$ cat config.mk
export PLATFORM = sky130hd
export DESIGN_NAME = clock_divider
export DESIGN_NICKNAME = d
export VERILOG_FILES = /design/src/rtl/clock_divider.sv
export SDC_FILE = /design/constraint.sdc
export NUM_CORES = 1
export LEC_CHECK = 0
export CAP_MARGIN = 20
export CORE_ASPECT_RATIO = 1.2
export CORE_UTILIZATION = 60
export CTS_BUF_LIST = sky130_fd_sc_hd__clkbuf_2 sky130_fd_sc_hd__clkbuf_4 sky130_fd_sc_hd__clkbuf_8
export CTS_CLUSTER_DIAMETER = 30
export DETAILED_ROUTE_END_ITERATION = 10
export PLACE_DENSITY = 0.78
export SLEW_MARGIN = 20
export SYNTH_ARGS = -nofsm -noshare
export SYNTH_HDL_FRONTEND = slang
export SYNTH_SLANG_ARGS = --single-unit
$ cat constraint.sdc
create_clock -name Clock_in -period 4.6 [get_ports Clock_in]
set_clock_uncertainty 0.2 [all_clocks]
set_input_delay 1.38 -clock Clock_in [delete_from_list [all_inputs] [get_ports Clock_in]]
set_output_delay 1.38 -clock Clock_in [all_outputs]
set_load 0.01 [all_outputs]
$ cat src/rtl/clock_divider.sv
// clock_divider: integer clock divider producing a registered square wave
// at Clock_in / DIVISOR and a one-cycle tick on each Clock_out rising edge.
// Everything runs on the single input clock; both outputs come straight off
// flops, so downstream logic sees clean, glitch-free signals.
module clock_divider #(
  parameter int WIDTH   = 28,
  parameter int DIVISOR = 2
) (
  input  logic Clock_in,
  output logic Clock_out,
  input  logic Reset,
  output logic Tick_out
);

  // Refuse to build with a ratio the counter cannot represent.
  if (DIVISOR < 1 || longint'(DIVISOR) > ((longint'(1) << WIDTH) - 1)) begin : g_bad_divisor
    $fatal(1, "clock_divider: DIVISOR %0d out of range for WIDTH %0d", DIVISOR, WIDTH);
  end

  // Last count value before wrapping, and the count at which the output goes high.
  localparam logic [WIDTH-1:0] LAST = WIDTH'(DIVISOR - 1);
  localparam logic [WIDTH-1:0] HALF = WIDTH'(DIVISOR / 2);

  logic [WIDTH-1:0] cnt;

  // Count 0..DIVISOR-1 and derive both outputs from the pre-update count.
  always_ff @(posedge Clock_in) begin
    if (Reset) begin
      cnt       <= '0;
      Clock_out <= 1'b0;
      Tick_out  <= 1'b0;
    end else begin
      cnt       <= (cnt == LAST) ? '0 : cnt + WIDTH'(1);
      Clock_out <= (cnt >= HALF);
      Tick_out  <= (cnt == HALF);
    end
  end

endmodule

==> results.md, run 1 <==
* Crit end category: primary output
* Max-cap violation count at 0
* Area growth from synthesis to layout at 6.684%
* Via density at roughly 6
* CTS buffer count at 5
* Longest Clk Path Bufs at 2
* Worst setup margin at about 1.8 ns
* Wire per inst at between 10 and 15 um
* CP bufs+invs at 1
* YS warnings at 0
* Skew-Pair Late Insertion Delay at 0.33 ns
* Core Region at 0.002282 mm^2
* Critical-path top delay cell: clkdlybuf4s50_1
* Initial DRC count at 25
* Grt met1 use at between 30 and 40%
* IO Pins at 4
* Root buffer cell: clkbuf_4
* # diodes at 0
* Commonest non-fill, non-tap cell in the layout: dfxtp_1
* Worst path top cell family by delay: buffers and inverters
* Synth area leaders: dfxtp_1 (42%), a21oi_1 (5.2%), nor2_1 (4.4%)
* Die Ht at 55.69 um
* FP Rows at 19
* Most frequent cells in the layout: dfxtp_1 (30), nor2_1 (17), a21oi_1 (15)
* Die ar. at between 0.002 and 0.003 mm^2
* Max_slew headroom at 73.87%
* Power Density at between 300 and 400 mW/mm^2
* Peak supply drop at 231.8 uV
* Element type at the critical path start: register
* Sequential area share after synthesis at 41.67%
* Share of the synthesized area in the top cell type at about two fifths
* Port Buffers at 3
* Post-Route Utilization at about 67%
* Crit path from: Clock_out$_SDFF_PP0_
* Nets@finish at about 180
* Pre-antenna DRT Iters at 4
* Final WL at between 2000 and 3000 um
* Antenna violations before repair at 0
* Mapped Area at 0.001441 mm^2
* Synth area leader: dfxtp_1
* Max incr delay on CP at 0.53 ns
* Worst slew pin tran at approximately 0.39 ns
* Worst EP arrival at around 1.2 ns
* P_leak at between 0.4 and 0.5 nW
* Post-Place Cell Area at about 0.0015 mm^2
* F_max at 362.2 MHz
* Max FO, Critical Path at 1
* Busiest grt layer: met2
* Met3 Resource Use GR at 9.740%
* Worst hold slack at roughly 0.31 ns
* WP data required at 3.02 ns
* Via count at around 1200
* Die Width at 46.74 um
* Gpl congestion at 0.7420
* Starting density of the core at between 60% and 70%
* Worst hold-check path type: reg2reg
* Vias in the first global route at 1170
* Status: finished, final reports clean
* Gr usage total at between 20% and 30%
* Hold path start: cnt[27]$_SDFF_PP0_
* Post-Synthesis Net Count at 170
* FF+latch count, synth at 30
* Setup bufs post-CTS at 0
* Dpl hpwl at 1885 um
* Cell area after layout at 0.001538 mm^2
* Post-layout min period at 2.761 ns
* Worst R2R Start: cnt[0]$_SDFF_PP0_
* H-tree depth at 2
* CTS tree: yes
* Post-cts gate resize count at 0
* Final setup viols at 0
* Mapped Cells at 165
* Setup slack at placement at between 1.5 and 2 ns
* Setup TNS at 0 ns
* GR Overflow Total at 0
* Slew Viols, Final at 0
* GR Util met2 at approximately 41%
* Distinct cells, synth at 27
* Crit-path cells: clkdlybuf4s50_1
* Layout cells sized above 1 at around a tenth
* WS Path Type: reg2out
* Residual DRC count at 0
* Hold bufs inserted after CTS at 0
* First-pass GRT wire length at 4850 um
* RSZ-0062 raised after global routing: false
* Clock sink count at 30
* Final Hold Vio Count at 0
* Antenna viol nets, final at 0
* Worst-path clk slew at roughly 0.09 ns
* Crit share post-route at about 60%
* Syn avg cell area at ~8.7 um^2
* Largest net degree at the start of global routing at 29
[logic make-up after synthesis]
kind of cell / share of synthesized area (%)
XOR/XNOR: 6.684
AND/OR/NAND/NOR: 31.60
adder cells (fa/ha/maj): 2.604
buffers and inverters: 5.121
AO/OA/AOI/OAI: 12.33
flip-flops: 41.67
[per-layer routing]
| layer | vias to the layer above | share of wire (%) |
|---|---|---|
| li1 | 618 | - |
| met1 | 572 | 46 |
| met2 | 13 | 50 |
| met3 | 8 | 2.6 |
| met4 | 0 | 2.2 |
| met5 | - | 0 |
[cell type report]
type / instances / area (um^2)
Tap cell: 31 / 38.79
Clock inverter: 1 / 5.005
Inverter: 8 / 30.03
Multi-Input combinational cell: 122 / 767.0
Sequential cell: 30 / 600.6
Timing Repair Buffer: 4 / 37.54
Fill cell: 221 / 744.5
Clock buffer: 7 / 58.81
[where the power goes]
part           total [mW]  internal [mW]  switching [mW]
Sequential          0.271          0.266         0.00575
Combinational      0.0357         0.0144          0.0213
Clock               0.172         0.0799          0.0920
Total               0.479          0.360           0.119
[registers in the layout, summed over array words and instances (netlist names)]
signal,cells
Tick_out,1
Clock_out,1
cnt,28
[synthesized netlist by cell type (all sizes together)]
library cell / count
a21oi: 15
buf: 4
xnor2: 7
dfxtp: 30
nand3b: 1
nand4: 8
o21ai: 9
inv: 8
and3: 1
nor3: 3
or3: 9
nand3: 6
xor2: 4
nor4: 8
o31ai: 7
or4: 8
nor2: 17
and4: 5
nand2: 11
ha: 3
clkbuf: 1
[per-stage QoR]
step | power (mW) | cells
after floorplan | 0.3013 | 165
after global placement | 0.3102 | 195
after detailed placement | 0.3130 | 195
after CTS | 0.4807 | 203
after global routing | 0.5006 | 203
final | 0.4788 | 203
[tightest hold or removal path: cells and delay by family (launching register included)]
kind	cells	cell delay, ns
AO/OA/AOI/OAI	2	0.13
flip-flops	1	0.33
[worst paths after layout]
check        depth (start not counted)  slack, ns                 end
min                                  2       0.31  cnt[27]$_SDFF_PP0_
max reg2reg                          5       2.20  cnt[26]$_SDFF_PP0_
min reg2reg                          2       0.31  cnt[27]$_SDFF_PP0_
max                                  1       1.84           Clock_out
(Power assumes the default switching activity.)
==> inputs of run 2 (changes only) <==
clock period = 2.65 ns   (was 4.6 ns; I/O delays follow)
==> run 2 against run 1 <==
Non-clock buffer count unchanged. Total power up 73%. Cell area up 0.81%. Via count down 2.9%. Combinational power up 86%. Largest cell class unchanged.
==> results.md, run 2 (same netlist as run 1, synthesis figures left out) <==
* Crit-path cells: ha_1 > nand3_2 > or4_4 > or4_1 > a21oi_1
* Final Hold Vio Count at 0
* WP data required at 2.72 ns
* P_leak at between 0.4 and 0.5 nW
* Commonest non-fill, non-tap cell in the layout: dfxtp_1
* Gr usage total at about a quarter
* Critical-path top delay cell: or4_4
* CTS buffer count at 5
* H-tree depth at 2
* Worst EP arrival at between 2 and 2.5 ns
* Antenna viol nets, final at 0
* Top reg by flops: cnt
* Area growth from synthesis to layout at 7.552%
* Worst hold-check path type: reg2reg
* Most frequent cells in the layout: dfxtp_1 (30), nor2_1 (17), a21oi_1 (15)
* IO Pins at 4
* Longest Clk Path Bufs at 2
* Post-cts gate resize count at 0
* Post-layout min period at between 2 and 2.5 ns
* Power Density at approximately 540 mW/mm^2
* Worst-path clk slew at 0.09 ns
* Element type at the critical path start: register
* Setup bufs post-CTS at 0
* F_max at 423.2 MHz
* Residual DRC count at 0
* Max reg flops at 28
* CTS tree: yes
* Dpl hpwl at 1826 um
* Via count at roughly 1200
* Grt met1 use at approximately 28%
* GR Overflow Total at 0
* Die Ht at between 50 and 60 um
* Worst path top cell family by delay: simple AND/OR/NAND/NOR gates
* Post-Route Utilization at between 60% and 70%
* Met3 Resource Use GR at 8.766%
* Hold bufs inserted after CTS at 0
* RSZ-0062 raised after global routing: false
* Die ar. at roughly 0.0026 mm^2
* FP Rows at 19
* WS Path Type: reg2reg
* Clock sink count at 30
* Antenna violations before repair at 0
* Root buffer cell: clkbuf_4
* Peak supply drop at 459.2 uV
* Max FO, Critical Path at 15
* Final Instance Count excl. Fillers at ~200
* Final WL at roughly 2600 um
* First-pass GRT wire length at ~4500 um
* Max-cap violation count at 0
* # diodes at 0
* Core Region at around 0.0023 mm^2
* Port Buffers at 3
* Gpl congestion at between 0.8 and 0.9
* Worst slew pin tran at around 0.77 ns
* Wire per inst at roughly 13 um
* Crit share post-route at between 80 and 90%
* CP bufs+invs at 0
* Skew-Pair Late Insertion Delay at approximately 0.33 ns
* Initial DRC count at 15
* Vias in the first global route at about 1100
* Post-Place Cell Area at 0.001486 mm^2
* Max_slew headroom at slightly below 50%
* Largest net degree at the start of global routing at 21
* Cell area after layout at approximately 0.0016 mm^2
* Status: finished, final reports clean
* Final setup viols at 0
* Nets@finish at 176
* Slew Viols, Final at 0
* Via density at approximately 5.8
* Placed Cells at 195
* Die Width at between 40 and 50 um
* Starting density of the core at between 60 and 70%
* Setup TNS at 0 ns
* Max incr delay on CP at 0.66 ns
* Layout cells sized above 1 at between 9 and 10%
* Busiest grt layer: met2
* GR Util met2 at about 38%
* Largest regs: cnt x28, Clock_out x1, Tick_out x1
* Pre-antenna DRT Iters at 4
* Crit end category: register
[run 2: cell counts in the layout (fill, tap and decap cells not counted)]
Identical to the previous run, type by type.
[run 2: per-layer routing]
layer	share of wire [%]	vias to the layer above
met5	0	-
met4	2.6	0
met3	3.1	6
met2	50	12
met1	44	537
li1	-	621
[run 2: final cells by class]
class                           count  area [um^2]
Fill cell                         206        732.0
Tap cell                           31        38.79
Clock inverter                      1        5.005
Sequential cell                    30        600.6
Timing Repair Buffer                4        50.05
Clock buffer                        7        58.81
Inverter                            8        30.03
Multi-Input combinational cell    122        767.0
[run 2: worst paths after layout]
check / end / slack [ns] / startpoint / depth (start not counted)
setup / recovery: cnt[26]$_SDFF_PP0_ / 0.29 / cnt[0]$_SDFF_PP0_ / 5
hold / removal: cnt[27]$_SDFF_PP0_ / 0.29 / cnt[27]$_SDFF_PP0_ / 2
setup reg to reg: cnt[26]$_SDFF_PP0_ / 0.29 / cnt[0]$_SDFF_PP0_ / 5
hold reg to reg: cnt[27]$_SDFF_PP0_ / 0.29 / cnt[27]$_SDFF_PP0_ / 2
[run 2: per-stage QoR]
step | setup slack [ns] | total power, mW | hold slack, ns
2_1_floorplan | 0.4895 | 0.5231 | 0.2518
3_3_place_gp | 0.3647 | 0.5460 | 0.2704
3_5_place_dp | 0.3050 | 0.5485 | 0.2784
4_1_cts | 0.2978 | 0.8433 | 0.2896
5_1_grt | 0.1811 | 0.8679 | 0.3264
6_report | 0.2870 | 0.8306 | 0.2863
[run 2: worst reg2reg max path, stage by stage, from the launching register on]
cell and delay [ns]:
dfxtp_1 0.43, ha_1 0.23, nand3_2 0.14, or4_4 0.66
or4_1 0.49, a21oi_1 0.15
[run 2: power by group]
group	internal [mW]	switching, mW	total, mW
sequential	0.461	0.00932	0.470
clock	0.139	0.156	0.294
combinational	0.0301	0.0362	0.0663
==> variant, RTL diff (settings of run 2) <==
Change the parameter `WIDTH` from 28 to 36.
--- a/src/rtl/clock_divider.sv
+++ b/src/rtl/clock_divider.sv
@@ -3,7 +3,7 @@
 // Everything runs on the single input clock; both outputs come straight off
 // flops, so downstream logic sees clean, glitch-free signals.
 module clock_divider #(
-  parameter int WIDTH   = 28,
+  parameter int WIDTH   = 36,
   parameter int DIVISOR = 2
 ) (
   input  logic Clock_in,
Function: same outputs for any inputs over 10 cycles, from zero or initial values and one cycle with Reset high; that may be too few to reach the edited logic, so the function may still have changed.
==> variant against run 2 <==
  * Sequential cell count rose by 8
  * Area after synthesis rose by 31%
  * Worst hold slack improved by 0.030 ns
  * Setup slack improved by 0.032 ns
  * Global-route usage rose by 4.4 points
  * Routed wire length rose by 60%
  * First-iteration DRC count rose to 5.9 times the old value
  * Design area rose by 28%
  * Power rose by 15%
  * Critical path type unchanged
==> variant: results (changes against run 2) <==
CTS-repair resized insts=0 (unchanged); Hold WS=0.316 ns (+0.0300 ns); drt initial violations=89 (+74); largest net degree at the start of global routing=20 (-4.8%); Placer Congestion=0.808 (+0.22%); Vias/cell=6.60 (+14%); CTS root buffer=clkbuf_4; port buffer count=3 (unchanged); xor/xnor cell area share of the yosys netlist=5.10% (-1.6 points); Post-Synth Adder-Cell Area=1.99% (-0.62 points); share of cells above drive strength 1=7.14% (-2.7 points); status=finished clean; Cell Pwr Density=480 nW/µm² (-10%); Slew headroom=44.7% (-3.5 points); vias in the first global route=1583 (+46%); CP peak stage delay=0.61 ns (-0.05 ns); Seq. pwr=591 µW (+26%); Post-CTS Setup Inserts=0 (unchanged); Synth area leaders=dfxtp_1 40%, a21oi_1 6.1%, nand4_1 5.3%; hpwl dp=2.95 mm (+61%); Hold Path Sink=cnt[16]; Async SR Flop Fraction=0% (unchanged); CP max FO=16 (+1); reg-to-reg slack, setup=0.32 ns (+0.03 ns); kind of cell adding the most delay to the critical path=simple AND/OR/NAND/NOR gates; CTS buffer count=5 (unchanged); Largest regs=cnt: 36 flops, Clock_out: 1 flops, Tick_out: 1 flops; R2R Path Start=cnt[0]; DP Worst Slack=0.188 ns (-0.117 ns); Pleak=0.593 nW (+19%); Sw Share=23.7% (-0.54 points); Power Clock=293 µW (about the same); commonest cells in the netlist=38 x dfxtp_1, 23 x a21oi_1, 16 x nand4_1, 16 x nor2_1; n_diodes=0 (unchanged); Final nets=230 (+31%); fin crit period=2.33 ns (-0.0317 ns); Skew-Pair Late Insertion Delay=0.35 ns (+0.02 ns); Max rail drop VDD=0.000367 V (-20%); number of fill cells=243 (+18%); area of placed instances=1930 µm² (+30%); Seq/Total Area, Yosys=40.3% (-1.4 points); initial antenna violation count=0 (unchanged); first-pass GRT wire length=7.15 mm (+61%); Unique masters post-synth=31 (+15%); Critical Path End=cnt[26]; hold path startpoint=cnt[16]; type of the most critical hold path=flop to flop; Via Count=1703 (+45%); GRT Util Overall=29.1% (+4.4 points); drt total wl=4.12 mm (+60%); placed cell count=252 (+29%); Syn Area/Cell=8.35 µm² (-4.4%); compound-cell area share of the yosys netlist=15.2% (+2.8 points)
==> variant: cell types whose count changed after synthesis, moves of 3 or more <==
cell             run 2  this run
nor4_1               8        11
or4_1                6        12
nand4_1              7        16
nand3_1              5        10
o31ai_1              6        11
dfxtp_1             30        38
o41ai_1              0         3
or3_2                3         0
clkbuf_1             0         9
buf_6                3         0
a21oi_1             15        23
buf_2                1         4
==> variant: final cells by class <==
class                           count  area [µm²]  share of cell area (%)
Tap cell                           34        42.5                    2.14
Multi-Input combinational cell    164        1040                    52.5
Sequential cell                    38         761                    38.3
Timing Repair Buffer                6        52.6                    2.64
Inverter                           10        37.5                    1.89
Clock buffer                        6        51.3                    2.58
==> variant: per-layer routing <==
metal / vias to the layer above / GRT usage [%] / routed length, µm
met1: 791 / 36.4 / 1780
met5: - / 0 / 0
met4: 0 / 14.5 / 125
met3: 11 / 7.25 / 186
li1: 853 / - / -
met2: 48 / 45.0 / 2030
